$ cat src/rtl/spi_seq_pkg.sv
// spi_seq_pkg: shared definitions for the spi_core transfer sequencer.
// Contents: spi_core register offsets, CTRL bit positions, sequencer FSM
// state enum and a helper that assembles the CTRL word for a transfer.
package spi_seq_pkg;

  // spi_core register offsets (RX0 and TX0 share an address)
  localparam logic [7:0] REG_RX0     = 8'h00;
  localparam logic [7:0] REG_TX0     = 8'h00;
  localparam logic [7:0] REG_CTRL    = 8'h10;
  localparam logic [7:0] REG_DIVIDER = 8'h14;
  localparam logic [7:0] REG_SS      = 8'h18;

  // CTRL register bit positions
  localparam int CTRL_GO_BIT  = 8;
  localparam int CTRL_LSB_BIT = 11;
  localparam int CTRL_IE_BIT  = 12;
  localparam int CTRL_ASS_BIT = 13;

  typedef enum logic [2:0] {
    ST_IDLE    = 3'd0,
    ST_WR_DIV  = 3'd1,
    ST_WR_SS   = 3'd2,
    ST_WR_TX   = 3'd3,
    ST_WR_CTRL = 3'd4,
    ST_WAIT    = 3'd5,
    ST_RD_RX   = 3'd6,
    ST_RESP    = 3'd7
  } seq_state_e;

  // CTRL = GO | ASS | IE | (lsb << LSB) | len ; len 0 encodes 128 bits in spi_core
  function automatic logic [31:0] ctrl_word(input logic [6:0] len, input logic lsb);
    logic [31:0] w;
    w                = 32'(len);
    w[CTRL_GO_BIT]   = 1'b1;
    w[CTRL_ASS_BIT]  = 1'b1;
    w[CTRL_IE_BIT]   = 1'b1;
    w[CTRL_LSB_BIT]  = lsb;
    return w;
  endfunction

endpackage

$ cat src/rtl/spi_xfer_seq.sv
// spi_xfer_seq: runs one spi_core transfer per request (DIVIDER, SS, TX0, CTRL
// writes, wait for interrupt, RX0 read) and returns the RX word with an error flag.
// Ports: clk_i/rst_i (async active-high); req_* valid/ready request; rsp_* one-cycle
// response pulse; reg_* register master to spi_core; spi_intr_i completion interrupt.
// Optional: define SPI_SEQ_TIMEOUT_EN to abort the wait after TIMEOUT_CYC cycles.
module spi_xfer_seq
  import spi_seq_pkg::*;
#(
  parameter logic [15:0] CLK_DIV     = 16'd4,
  parameter int          TIMEOUT_CYC = 4096
) (
  input  logic        clk_i,
  input  logic        rst_i,
  input  logic        req_valid_i,
  output logic        req_ready_o,
  input  logic [7:0]  req_ss_i,
  input  logic [6:0]  req_len_i,
  input  logic        req_lsb_i,
  input  logic [31:0] req_data_i,
  output logic        rsp_valid_o,
  output logic [31:0] rsp_data_o,
  output logic        rsp_err_o,
  output logic        reg_we_o,
  output logic        reg_re_o,
  output logic [7:0]  reg_addr_o,
  output logic [31:0] reg_wdata_o,
  output logic [3:0]  reg_be_o,
  input  logic [31:0] reg_rdata_i,
  input  logic        reg_err_i,
  input  logic        spi_intr_i
);

  // Elaboration-time guard on the timeout length
  if (TIMEOUT_CYC < 1) begin : g_tmo_chk
    $error("TIMEOUT_CYC must be at least 1");
  end

  seq_state_e  state_q, state_d;
  logic [7:0]  ss_q, ss_d;
  logic [6:0]  len_q, len_d;
  logic        lsb_q, lsb_d;
  logic [31:0] data_q, data_d;
  logic        err_q, err_d;
  logic [31:0] rsp_data_q, rsp_data_d;
  logic        acc;

`ifdef SPI_SEQ_TIMEOUT_EN
  localparam int TMO_W = $clog2(TIMEOUT_CYC + 1);
  logic [TMO_W-1:0] tmo_q, tmo_d;
`endif

  always_comb begin
    state_d    = state_q;
    ss_d       = ss_q;
    len_d      = len_q;
    lsb_d      = lsb_q;
    data_d     = data_q;
    err_d      = err_q;
    rsp_data_d = rsp_data_q;
    acc        = 1'b0;
`ifdef SPI_SEQ_TIMEOUT_EN
    tmo_d      = '0;
`endif
    req_ready_o = 1'b0;
    rsp_valid_o = 1'b0;
    rsp_err_o   = 1'b0;
    reg_we_o    = 1'b0;
    reg_re_o    = 1'b0;
    reg_addr_o  = 8'h00;
    reg_wdata_o = 32'h0;
    reg_be_o    = 4'h0;

    case (state_q)
      ST_IDLE: begin
        req_ready_o = 1'b1;
        if (req_valid_i) begin
          ss_d    = req_ss_i;
          len_d   = req_len_i;
          lsb_d   = req_lsb_i;
          data_d  = req_data_i;
          err_d   = 1'b0;
          state_d = ST_WR_DIV;
        end
      end
      ST_WR_DIV: begin
        acc         = 1'b1;
        reg_we_o    = 1'b1;
        reg_be_o    = 4'hF;
        reg_addr_o  = REG_DIVIDER;
        reg_wdata_o = {16'h0, CLK_DIV};
        state_d     = ST_WR_SS;
      end
      ST_WR_SS: begin
        acc         = 1'b1;
        reg_we_o    = 1'b1;
        reg_be_o    = 4'hF;
        reg_addr_o  = REG_SS;
        reg_wdata_o = {24'h0, ss_q};
        state_d     = ST_WR_TX;
      end
      ST_WR_TX: begin
        acc         = 1'b1;
        reg_we_o    = 1'b1;
        reg_be_o    = 4'hF;
        reg_addr_o  = REG_TX0;
        reg_wdata_o = data_q;
        state_d     = ST_WR_CTRL;
      end
      ST_WR_CTRL: begin
        acc         = 1'b1;
        reg_we_o    = 1'b1;
        reg_be_o    = 4'hF;
        reg_addr_o  = REG_CTRL;
        reg_wdata_o = ctrl_word(len_q, lsb_q);
        state_d     = ST_WAIT;
      end
      ST_WAIT: begin
        // Interrupt wins over a timeout that expires in the same cycle
        if (spi_intr_i) begin
          state_d = ST_RD_RX;
        end
`ifdef SPI_SEQ_TIMEOUT_EN
        else if (tmo_q == TMO_W'(TIMEOUT_CYC - 1)) begin
          err_d      = 1'b1;
          rsp_data_d = 32'h0;
          state_d    = ST_RESP;
        end else begin
          tmo_d = tmo_q + TMO_W'(1);
        end
`endif
      end
      ST_RD_RX: begin
        acc        = 1'b1;
        reg_re_o   = 1'b1;
        reg_addr_o = REG_RX0;
        rsp_data_d = reg_rdata_i;
        state_d    = ST_RESP;
      end
      ST_RESP: begin
        rsp_valid_o = 1'b1;
        rsp_err_o   = err_q;
        state_d     = ST_IDLE;
      end
      default: state_d = ST_IDLE;
    endcase

    // Sticky: any access error during this transfer is reported in RESP
    if (acc && reg_err_i) begin
      err_d = 1'b1;
    end
  end

  always_ff @(posedge clk_i or posedge rst_i) begin
    if (rst_i) begin
      state_q    <= ST_IDLE;
      ss_q       <= 8'h0;
      len_q      <= 7'h0;
      lsb_q      <= 1'b0;
      data_q     <= 32'h0;
      err_q      <= 1'b0;
      rsp_data_q <= 32'h0;
`ifdef SPI_SEQ_TIMEOUT_EN
      tmo_q      <= '0;
`endif
    end else begin
      state_q    <= state_d;
      ss_q       <= ss_d;
      len_q      <= len_d;
      lsb_q      <= lsb_d;
      data_q     <= data_d;
      err_q      <= err_d;
      rsp_data_q <= rsp_data_d;
`ifdef SPI_SEQ_TIMEOUT_EN
      tmo_q      <= tmo_d;
`endif
    end
  end

  assign rsp_data_o = rsp_data_q;

endmodule

$ cat config.mk
export PLATFORM = sky130hd
export DESIGN_NAME = spi_xfer_seq
export DESIGN_NICKNAME = d
export VERILOG_FILES = /design/src/rtl/spi_seq_pkg.sv /design/src/rtl/spi_xfer_seq.sv
export SDC_FILE = /design/constraint.sdc
export NUM_CORES = 1
export LEC_CHECK = 0
export CORE_MARGIN = 3
export CORE_UTILIZATION = 46
export DETAILED_ROUTE_END_ITERATION = 8
export PLACE_DENSITY = 0.87
export SYNTH_ARGS = -nofsm -noshare
export SYNTH_HDL_FRONTEND = slang
export SYNTH_SLANG_ARGS = --single-unit
$ cat constraint.sdc
create_clock -name clk_i -period 6.26 [get_ports clk_i]
set_input_delay 1.252 -clock clk_i [delete_from_list [all_inputs] [get_ports clk_i]]
set_output_delay 1.252 -clock clk_i [all_outputs]
set_load 0.02 [all_outputs]
**Word-level counts from Yosys, hierarchy flattened**

Cells that the tools add are included.

- Bits in registers: 84
- Logic and storage cells: 40

- Equality and inequality tests: 9
- Mux-type cells: 15
- Reduce and logical (&&, ||, !) cells: 9

Operators by type and width:

| operator | number |
|---|---|
| one-hot mux 32 bit (4 select lines) | 1 |
| one-hot mux 3 bit (8 select lines) | 1 |
| one-hot mux 5 bit (3 select lines) | 1 |
| == test 3 bit, second input constant | 4 |
| two-way mux 1 bit | 9 |
| == test 3 x 2 -> 1 bit, second input constant | 2 |
| two-way mux 3 bit | 2 |
| AND reduction 2 bit | 3 |
| OR reduction 5 bit | 1 |
| two-way mux 4 bit | 1 |
| inequality test 2 bit, second input constant | 2 |
| nonzero test 2 bit | 2 |
| OR reduction 4 bit | 1 |
| == test 3 x 1 -> 1 bit, second input constant | 1 |
| logical NOT 3 bit | 1 |
| logical AND 1 bit | 1 |

**Depth between registers and ports, before layout**

Gate-level depths: netlist of the first run.

- Word-level depth: 6
- Depth in mapped cells: 5
- Gate-level depth less buffers: 2

**Worst setup path before layout of the first run**

Ideal clock, no wire load.

- Path type: register to output
- From: reg state_q[1]
- To: out reg_be_o[0]
- Arrival: 1.954 ns
- Required time: 5.008 ns
- Setup slack: 3.054 ns
- Stages on the path, launching flop included: 6
- Buffers on the path: 3
- Path through: dfrtp_1 > clkbuf_2 > buf_2 > nor3_1 > nor2_1 > buf_4

- Word-level cells in the longest chain between the ends: 3

RTL lines:

| element | RTL line | text |
|---|---|---|
| start: declaration | spi_xfer_seq.sv:38 | `seq_state_e state_q, state_d;` |
| start signal: assignment | spi_xfer_seq.sv:166 | `state_q <= state_d;` |
| == test 3 bit (tied with other cells) | spi_xfer_seq.sv:73 | `case (state_q)` |
| OR reduction 4 bit (no line) (*) | -- |  |
| two-way mux 4 bit (*) | spi_xfer_seq.sv:73 |  |
| end: declaration | spi_xfer_seq.sv:27 | `output logic [3:0] reg_be_o,` |

Mark *: on every way between the ends. The rest lies on a longest branch, timed or not.

**Worst setup path in the final report of the first run**

- From: reg state_q[1]
- To: out reg_wdata_o[17]

- Word-level cells in the longest chain between the ends: 2

RTL lines:

| element | RTL line | text |
|---|---|---|
| == test 3 bit (tied with other cells) | spi_xfer_seq.sv:73 |  |
| one-hot mux 32 bit (4 select lines) (*) | spi_xfer_seq.sv:73 |  |
| end: declaration | spi_xfer_seq.sv:26 | `output logic [31:0] reg_wdata_o,` |

Marks and branches as above.

==> summary.md, run 1 <==
| Metric | Value |
|---|---|
| Status | `complete, no violations` |
| Avg Cell Area, Syn | `between 10 and 15 um2` |
| Setup violations, final | `0` |
| Resize count post-CTS | `0` |
| First-pass GRT wire length | `roughly 15000 um` |
| Crit path cell chain | `and3b_1 -> and2_1 -> clkdlybuf4s50_1` |
| Post-synthesis cell type count | `33` |
| Gr usage total | `0.194` |
| Largest net degree at the start of global routing | `73` |
| Chip height | `96.8 um` |
| Nets | `approximately 510` |
| RePlAce Congestion | `between 0.7 and 0.8` |
| FF-to-FF setup slack | `4.07 ns` |
| CP Class | `flip-flop to output port` |
| Worst r2r src | `state_q[1]` |
| Initial core utilization | `0.483` |
| Post-CTS setup buffer count | `0` |
| Final WL | `about 8800 um` |
| Routed length per instance | `between 15 and 20 um` |
| Crit Path Max Fanout | `31` |
| Via count | `between 2000 and 3000` |
| FF+latch count, synth | `84` |
| CP max stage delay | `between 0.9 and 1 ns` |
| Worst rel slew slack | `0.342` |
| Total Neg Setup Slack | `0 ns` |
| PwrDens | `just over 500 nW/um2` |
| Commonest non-fill, non-tap cell in the layout | `clkdlybuf4s50_1` |
| Clock skew | `~0.013 ns` |
| Synth Instances | `around 270` |
| Num rows | `32` |
| Final worst-path cycle share | `0.704` |
| Critical Path Source Type | `flip-flop` |
| Syn. warnings | `0` |
| Insertion delay to the later sink of the worst-skew pair | `between 0.3 and 0.4 ns` |
| Slew @ Worst Pin | `0.986 ns` |
| Final HPWL DP | `between 6000 and 7000 um` |
| Post-Syn Area | `between 3000 and 4000 um2` |
| Vias in the first global route | `2972` |
| Max-cap violations | `0` |
| Endpoint class of the critical path | `output port` |
| Clock sink count | `84` |
| Area grow syn2layout | `48.0%` |
| Crit path DAT | `approximately 3.2 ns` |
| Ant diodes | `0` |
| TritonCTS clock tree | `built` |
| Grt total ovfl | `0` |
| Post-route setup slack | `1.85 ns` |
| Chip width | `96.8 um` |
| DRC Markers | `0` |
| CTS root buf | `clkbuf_8` |
| Register area share after synthesis | `0.554` |
| Leak | `between 2 and 2.5 nW` |
| Vias/cell | `a little over 5` |
| Slew Viols, Final | `0` |
| Cell area after layout | `roughly 5600 um2` |
| Num CTS Buffers | `9` |
| HP Start | `data_q[17]` |
| Hold depth | `1` |
| Critical path's slowest cell | `dfrtp_1` |
| Crit path required time | `around 5 ns` |
| F_max | `227 MHz` |
| Fillers | `between 500 and 600` |
| Cts hold-fix bufs | `0` |
| Worst Hold End | `data_q[17]` |
| Layout cells sized above 1 | `0.188` |
| Worst r2r dst | `rsp_data_o[3]` |
| Commonest cells after routing, fill and taps aside | `clkdlybuf4s50_1 (160), dfrtp_1 (84), mux2_2 (58), mux2_1 (22), and2_1 (21)` |
| Ports | `around 170` |
| Hold crit path type | `flip-flop to flip-flop` |
| Period minus WS final | `about 4.4 ns` |
| PortBufs | `160` |
| Reg clk slew, reported paths | `approximately 0.08 ns` |
| Die area | `roughly 9400 um2` |
| 1st-pass router iterations | `4` |
| Post-route ant nets | `0` |
| Buffer depth of the longest clock path | `2` |
| Placeable core area | `slightly below 8000 um2` |
| RSZ-0062 raised after global routing | `false` |
| Hold Vio Cnt, Final | `0` |
| R2r worst-path depth | `2` |
| Placed Instance Area | `~5400 um2` |
| Starting DRT DRC Count | `about 80` |
| H-tree depth | `3` |
| Post-place setup slack | `about 2.2 ns` |
| Maximum vdd drop | `approximately 0.28 mV` |
| Initial antenna violation count | `0` |
## kinds of logic (layout without fill, tap and decap cells)
| family | Yosys count | in the layout | synth area share |
|---|---|---|---|
| multiplexers | 81 | 81 | 0.240 |
| AND/OR/NAND/NOR | 53 | 53 | 0.108 |
| AO/OA/AOI/OAI | 19 | 19 | 0.0389 |
| buffers and inverters | 31 | 181 | 0.0528 |
| flip-flops | 84 | 84 | 0.554 |
| XOR/XNOR | 2 | 2 | 0.00462 |
| other | 1 | 5 | 0.000989 |
## through the flow
step | instances | util | power (mW) | hold slack (ns)
2_1_floorplan | 275 | - | 1.86 | 0.448
3_3_place_gp | 511 | 0.684 | 2.38 | 0.461
3_5_place_dp | 511 | 0.684 | 2.44 | 0.471
4_1_cts | 527 | 0.715 | 2.91 | 0.491
5_1_grt | 527 | 0.715 | 3.05 | 0.504
6_report | 527 | 0.715 | 2.87 | 0.484
## synthesized netlist by cell type, drive strengths merged
library cell | n | area share
o21a | 2 | 0.0040
clkbuf | 7 | 0.0082
nand2 | 1 | 0.00099
nor3b | 3 | 0.0059
o2bb2ai | 1 | 0.0023
conb | 1 | 0.00099
a22o | 1 | 0.0023
and2 | 21 | 0.035
nor2 | 3 | 0.0030
nor4bb | 14 | 0.037
a211o | 7 | 0.016
and3 | 1 | 0.0017
inv | 2 | 0.0020
xor2 | 1 | 0.0023
mux2 | 80 | 0.24
buf | 22 | 0.043
nor3 | 1 | 0.0013
a2bb2oi | 1 | 0.0023
mux2i | 1 | 0.0026
nor2b | 2 | 0.0033
a21o | 3 | 0.0059
nand3b | 1 | 0.0053
xnor2 | 1 | 0.0023
nor4b | 1 | 0.0063
o21ai | 3 | 0.0040
a21boi | 1 | 0.0020
and3b | 1 | 0.0023
dfrtp | 84 | 0.55
nand2b | 4 | 0.0066
## flip-flops by register name, summed over array words and instances, names as in the netlist
register,count
rsp_data_o,32
lsb_q,1
state_q,3
len_q,7
ss_q,8
err_q,1
data_q,32
## power by group
part	total (mW)	leakage, nW	internal [mW]	switching, mW
Sequential	1.03	0.992	0.819	0.214
Combinational	1.37	1.28	0.772	0.601
Clock	0.468	0.116	0.267	0.201
## worst max path at each step
| stage | from | to | cells past startpoint |
|---|---|---|---|
| 2_1_floorplan | rst_i | data_q[0] | 1 |
| 3_3_place_gp | state_q[1] | reg_wdata_o[18] | 3 |
| 3_5_place_dp | state_q[0] | reg_wdata_o[17] | 3 |
| 4_1_cts | state_q[1] | reg_wdata_o[17] | 3 |
| 5_1_grt | state_q[0] | reg_wdata_o[5] | 3 |
| 6_report | state_q[1] | reg_wdata_o[17] | 3 |
## metal layers
| layer | GRT usage | share of wire | up-vias |
|---|---|---|---|
| met5 | 0 | 0 | - |
| met4 | 0.0648 | 0.016 | 0 |
| met3 | 0.0865 | 0.10 | 11 |
| met2 | 0.321 | 0.48 | 118 |
| met1 | 0.225 | 0.40 | 1304 |
| li1 | - | - | 1246 |
## worst max-delay path: cells and delay by family, from the launching register on
family | cells | cell delay, ns
simple gates | 2 | 1.19
buf+inv | 1 | 0.62
flops | 1 | 0.98
## layout make-up
class	count	area (um2)	area share
sequential	84	2100	0.374
timing repair buffer	163	1620	0.289
multi-input combinational	160	1510	0.268
tap	102	128	0.0227
clock buffer	9	124	0.0221
clock inverter	7	123	0.0218
inverter	2	8.76	0.00156
No activity file was read; power rests on OpenSTA's default activity.
==> inputs of run 2 (changes only) <==
--- a/config.mk
+++ b/config.mk
@@ -6,9 +6,9 @@
 export NUM_CORES = 1
 export LEC_CHECK = 0
 export CORE_MARGIN = 3
-export CORE_UTILIZATION = 46
+export CORE_UTILIZATION = 38
 export DETAILED_ROUTE_END_ITERATION = 8
-export PLACE_DENSITY = 0.87
+export PLACE_DENSITY = 0.76
 export SYNTH_ARGS = -nofsm -noshare
 export SYNTH_HDL_FRONTEND = slang
 export SYNTH_SLANG_ARGS = --single-unit
==> constraint.sdc (replaced) <==
create_clock -name clk_i -period 3.7 [get_ports clk_i]
set_input_delay 0.74 -clock clk_i [delete_from_list [all_inputs] [get_ports clk_i]]
set_output_delay 0.74 -clock clk_i [all_outputs]
set_load 0.02 [all_outputs]
==> summary.md, run 2 (synthesized netlist as in run 1, its figures left out) <==
| Metric | Value |
|---|---|
| Status | `complete, no violations` |
| Routed length per instance | `about 16 um` |
| GR Util met3 | `0.0644` |
| Starting DRT DRC Count | `80` |
| Resize count post-CTS | `0` |
| Num rows | `35` |
| Period minus WS final | `around 3.0 ns` |
| Die area | `roughly 11000 um2` |
| Total Neg Setup Slack | `0 ns` |
| DRC Markers | `0` |
| PortBufs | `160` |
| Initial antenna violation count | `0` |
| Initial core utilization | `0.401` |
| Critical Path Source Type | `flip-flop` |
| CP max stage delay | `0.65 ns` |
| Final WL | `slightly below 9000 um` |
| Buffer depth of the longest clock path | `2` |
| Commonest non-fill, non-tap cell in the layout | `clkdlybuf4s50_1` |
| Critical path's slowest cell | `nor3b_1` |
| Crit path launch | `state_q[0]` |
| F_max | `~340 MHz` |
| Nets | `511` |
| Commonest cells after routing, fill and taps aside | `clkdlybuf4s50_1 (160), dfrtp_1 (84), mux2_2 (58), mux2_1 (22), and2_1 (21)` |
| Slew Viols, Final | `0` |
| Area grow syn2layout | `49.5%` |
| Endpoint class of the critical path | `output port` |
| Placeable core area | `9460 um2` |
| CTS root buf | `clkbuf_8` |
| Chip height | `between 100 and 150 um` |
| Cts hold-fix bufs | `0` |
| Cell area after layout | `around 5700 um2` |
| Max-cap violations | `0` |
| Crit path required time | `roughly 3 ns` |
| Via count | `between 2000 and 3000` |
| TritonCTS clock tree | `built` |
| Vias in the first global route | `around 2900` |
| Grt total ovfl | `0` |
| Inst Count DP | `~540` |
| Placed Instance Area | `around 5400 um2` |
| Crit path cell chain | `nor3b_1 -> a22o_1 -> clkdlybuf4s50_1` |
| Clock sink count | `84` |
| RSZ-0062 raised after global routing | `false` |
| Reg clk slew, reported paths | `approximately 0.09 ns` |
| Worst rel slew slack | `0.465` |
| Setup violations, final | `0` |
| Crit Path Max Fanout | `4` |
| Crit path DAT | `between 2 and 2.5 ns` |
| Ant diodes | `0` |
| Gr usage total | `0.161` |
| Layout Cells excl Fill | `560` |
| HP Start | `data_q[15]` |
| First-pass GRT wire length | `about 14000 um` |
| Post-route ant nets | `0` |
| Layout cells sized above 1 | `0.200` |
| Insertion delay to the later sink of the worst-skew pair | `between 0.3 and 0.4 ns` |
| Slew @ Worst Pin | `about 0.8 ns` |
| GR Util met2 | `0.278` |
| Clock skew | `0.00975 ns` |
| Post-CTS setup buffer count | `0` |
| Ports | `between 150 and 200` |
| Met1 Resource Use GR | `0.184` |
| Fillers | `between 700 and 800` |
| Leak | `about 2.4 nW` |
| H-tree depth | `3` |
| Vias/cell | `between 4 and 5` |
| Final HPWL DP | `6580 um` |
| RePlAce Congestion | `0.699` |
| Worst r2r src | `state_q[0]` |
| Num CTS Buffers | `9` |
| Hold Vio Cnt, Final | `0` |
| Hold crit path type | `flip-flop to flip-flop` |
| Final worst-path cycle share | `0.804` |
| PwrDens | `~840 nW/um2` |
| Chip width | `106 um` |
| CP Class | `flip-flop to output port` |
| Busiest grt layer | `met2` |
| 1st-pass router iterations | `4` |
| Largest net degree at the start of global routing | `48` |
| Maximum vdd drop | `around 0.4 mV` |
## run 2: report_power, final
group | leakage, nW | internal (mW) | total, mW | switching (mW)
Combinational | 1.30 | 1.33 | 2.48 | 1.15
Sequential | 0.992 | 1.39 | 1.61 | 0.220
Clock | 0.113 | 0.371 | 0.694 | 0.323
Total | 2.41 | 3.09 | 4.78 | 1.69
## run 2: worst paths after layout
kind                                   end  slack (ns)  cells after the start
max                        reg_wdata_o[11]        0.73                      3
min                             data_q[15]        0.49                      1
max reg2reg                     data_q[27]        1.85                      4
min reg2reg                     data_q[15]        0.49                      1
max in group asynchronous         len_q[6]        2.06                      3
min in group asynchronous   rsp_data_o[13]        0.85                      2
## run 2: per-stage QoR
step	hold slack (ns)	worst slack [ns]	utilization	total power [mW]
finish	0.487	0.726	0.599	4.78
global route	0.512	0.577	0.599	5.10
CTS	0.493	0.684	0.599	4.86
detailed placement	0.471	1.07	0.576	4.15
global placement	0.460	1.05	0.576	4.08
floorplan	0.448	0.795	-	3.15
## run 2: layer usage
metal / up-vias / part of all wire
met5: - / 0
met4: 0 / 0.015
met3: 12 / 0.088
met2: 112 / 0.50
met1: 1301 / 0.39
li1: 1251 / -
## run 2: critical path: cells and delay by family, from the launching register on
kind / cells / cell delay (ns)
simple gates: 1 / 0.65
compound gates: 1 / 0.25
flops: 1 / 0.41
buf+inv: 1 / 0.60
## run 2: layout make-up
type / instances / area (um2) / area share
Sequential cell: 84 / 2100 / 0.371
Timing Repair Buffer: 169 / 1670 / 0.294
Multi-Input combinational cell: 160 / 1510 / 0.266
Clock buffer: 12 / 165 / 0.0291
Tap cell: 129 / 161 / 0.0285
Clock inverter: 4 / 56.3 / 0.00993
Inverter: 2 / 8.76 / 0.00155
==> inputs of run 3 (changes only) <==
--- a/config.mk
+++ b/config.mk
@@ -6,9 +6,9 @@
 export NUM_CORES = 1
 export LEC_CHECK = 0
 export CORE_MARGIN = 3
-export CORE_UTILIZATION = 38
+export CORE_UTILIZATION = 42
 export DETAILED_ROUTE_END_ITERATION = 8
-export PLACE_DENSITY = 0.76
+export PLACE_DENSITY = 0.8
 export SYNTH_ARGS = -nofsm -noshare
 export SYNTH_HDL_FRONTEND = slang
 export SYNTH_SLANG_ARGS = --single-unit
==> constraint.sdc (replaced) <==
create_clock -name clk_i -period 3.06 [get_ports clk_i]
set_input_delay 0.612 -clock clk_i [delete_from_list [all_inputs] [get_ports clk_i]]
set_output_delay 0.612 -clock clk_i [all_outputs]
set_load 0.02 [all_outputs]
==> summary.md, run 3 (synthesized netlist as in run 1, its figures left out) <==
| Metric | Value |
|---|---|
| Status | `complete, no violations` |
| Area of the multi-input gates | `1510 um2` |
| Final HPWL DP | `approximately 6500 um` |
| Hold Vio Cnt, Final | `0` |
| Critical path's slowest cell | `dfrtp_1` |
| Comb power frac | `0.521` |
| Crit Path Max Fanout | `19` |
| Largest net degree at the start of global routing | `49` |
| Maximum vdd drop | `between 0.5 and 0.6 mV` |
| Crit path DAT | `around 2.3 ns` |
| Reg area | `2100 um2` |
| Leak | `between 2 and 2.5 nW` |
| DRC Markers | `0` |
| Grt total ovfl | `0` |
| H-tree depth | `3` |
| RePlAce Congestion | `about 0.74` |
| PortBufs | `160` |
| Sequential share of power | `0.357` |
| TritonCTS clock tree | `built` |
| Commonest cells after routing, fill and taps aside | `clkdlybuf4s50_1 (160), dfrtp_1 (83), mux2_2 (58), mux2_1 (22), and2_1 (21)` |
| Clock share of power | `0.122` |
| CP max stage delay | `between 0.6 and 0.7 ns` |
| Die area | `10200 um2` |
| Initial antenna violation count | `0` |
| Met1 Resource Use GR | `0.209` |
| Crit path required time | `2.45 ns` |
| Total power | `between 5 and 6 mW` |
| Inst Count DP | `roughly 530` |
| Chip height | `a little over 100 um` |
| Layout cells sized above 1 | `0.203` |
| FF-to-FF setup slack | `roughly 1.1 ns` |
| Hold crit path type | `flip-flop to flip-flop` |
| Final WL | `approximately 8600 um` |
| Hold depth | `1` |
| HP Start | `data_q[14]` |
| PwrDens | `a little over 1000 nW/um2` |
| Final worst-path cycle share | `0.935` |
| Placeable core area | `8760 um2` |
| Commonest non-fill, non-tap cell in the layout | `clkdlybuf4s50_1` |
| Nets | `between 500 and 600` |
| CTS root buf | `clkbuf_8` |
| Vias in the first global route | `2870` |
| Via count | `2659` |
| CP Class | `flip-flop to output port` |
| Clock skew | `~0.0057 ns` |
| Post-route setup slack | `a little under 0.2 ns` |
| First-pass GRT wire length | `14000 um` |
| Gr usage total | `0.175` |
| Chip width | `101 um` |
| Num CTS Buffers | `9` |
| 1st-pass router iterations | `4` |
| Initial core utilization | `0.433` |
| NetSw | `approximately 2 mW` |
| Slew @ Worst Pin | `0.668 ns` |
| Area grow syn2layout | `48.3%` |
| GR Util met3 | `0.0699` |
| Buffer depth of the longest clock path | `2` |
| R2r worst-path depth | `4` |
| Setup violations, final | `0` |
| Critical Path Source Type | `flip-flop` |
| Total Neg Setup Slack | `0 ns` |
| Num rows | `34` |
| Starting DRT DRC Count | `91` |
| Post-CTS setup buffer count | `0` |
| Worst Path Buf+Inv | `2` |
| Crit path cell chain | `and3b_1 -> buf_4 -> a211o_1 -> clkdlybuf4s50_1` |
| F_max | `349 MHz` |
| Slew Viols, Final | `0` |
| Worst Hold End | `data_q[14]` |
| P_int | `3.63 mW` |
| GR Util met2 | `0.285` |
| Post-route ant nets | `0` |
| Delay-heaviest family, CP | `buffers and inverters` |
| Post-place setup slack | `0.370 ns` |
| Insertion delay to the later sink of the worst-skew pair | `between 0.3 and 0.4 ns` |
| Clock sink count | `84` |
| Cts hold-fix bufs | `0` |
| Fillers | `705` |
| Cell area after layout | `5620 um2` |
| Reg clk slew, reported paths | `0.08 ns` |
| Ports | `166` |
| Worst r2r src | `state_q[0]` |
| Layout Cells excl Fill | `between 500 and 600` |
| Routed length per instance | `16.0 um` |
| Worst r2r dst | `ss_q[5]` |
| Period minus WS final | `2.86 ns` |
| Busiest grt layer | `met2` |
| Vias/cell | `~4.9` |
| Placed Instance Area | `between 5000 and 6000 um2` |
| Worst rel slew slack | `0.554` |
| Max-cap violations | `0` |
| Net Sw Frac | `0.360` |
| Ant diodes | `0` |
| Endpoint class of the critical path | `output port` |
| RSZ-0062 raised after global routing | `false` |
run 3: per-stage QoR:
| stage | util | hold slack (ns) |
|---|---|---|
| after floorplan | - | 0.448 |
| after global placement | 0.622 | 0.461 |
| after detailed placement | 0.622 | 0.466 |
| after CTS | 0.642 | 0.486 |
| after global routing | 0.642 | 0.507 |
| final | 0.642 | 0.480 |
run 3: power groups by stage:
| stage | Combinational, mW | Clock (mW) | Sequential (mW) |
|---|---|---|---|
| floorplan | 1.61 | 0 | 2.19 |
| global placement | 2.94 | 0 | 2.01 |
| detailed placement | 2.99 | 0 | 2.04 |
| CTS | 3.00 | 0.724 | 2.03 |
| global route | 3.17 | 0.772 | 2.11 |
| finish | 2.96 | 0.690 | 2.02 |
run 3: final cells by class:
| type | count | share of cell area |
|---|---|---|
| clock buffer | 12 | 0.0258 |
| clock inverter | 4 | 0.00445 |
| inverter | 2 | 0.00156 |
| multi-input combinational | 160 | 0.269 |
| sequential | 84 | 0.374 |
| tap | 108 | 0.0240 |
| timing repair buffer | 171 | 0.302 |
run 3: per-layer routing:
layer	wire (um)	vias up	part of all wire
met5	0	-	0
met4	145	0	0.017
met2	4220	111	0.49
met1	3410	1279	0.39
li1	-	1257	-
met3	873	12	0.10
run 3: timing repair:
item                                    in CTS  in global routing
gates cloned                                 0                  0
endpoints found under the setup margin       1                  2
resized for setup                            1                  1
run 3: worst reg2reg max path, cell delays in order, from the launching register on:
cell     delay [ns]
dfrtp_1        0.55
buf_4          0.26
nor4b_4        0.30
buf_4          0.38
mux2_2         0.40
run 3: worst max-delay path by stage:
stage	start	end	slack, ns	cells after the start
4_1_cts	state_q[2]	reg_wdata_o[2]	0.11	4
5_1_grt	state_q[0]	reg_wdata_o[3]	0.05	4
3_5_place_dp	state_q[2]	reg_wdata_o[11]	0.37	3
3_3_place_gp	state_q[2]	reg_wdata_o[11]	0.42	3
6_report	state_q[0]	reg_wdata_o[3]	0.20	4
2_1_floorplan	rst_i	data_q[0]	0.28	1
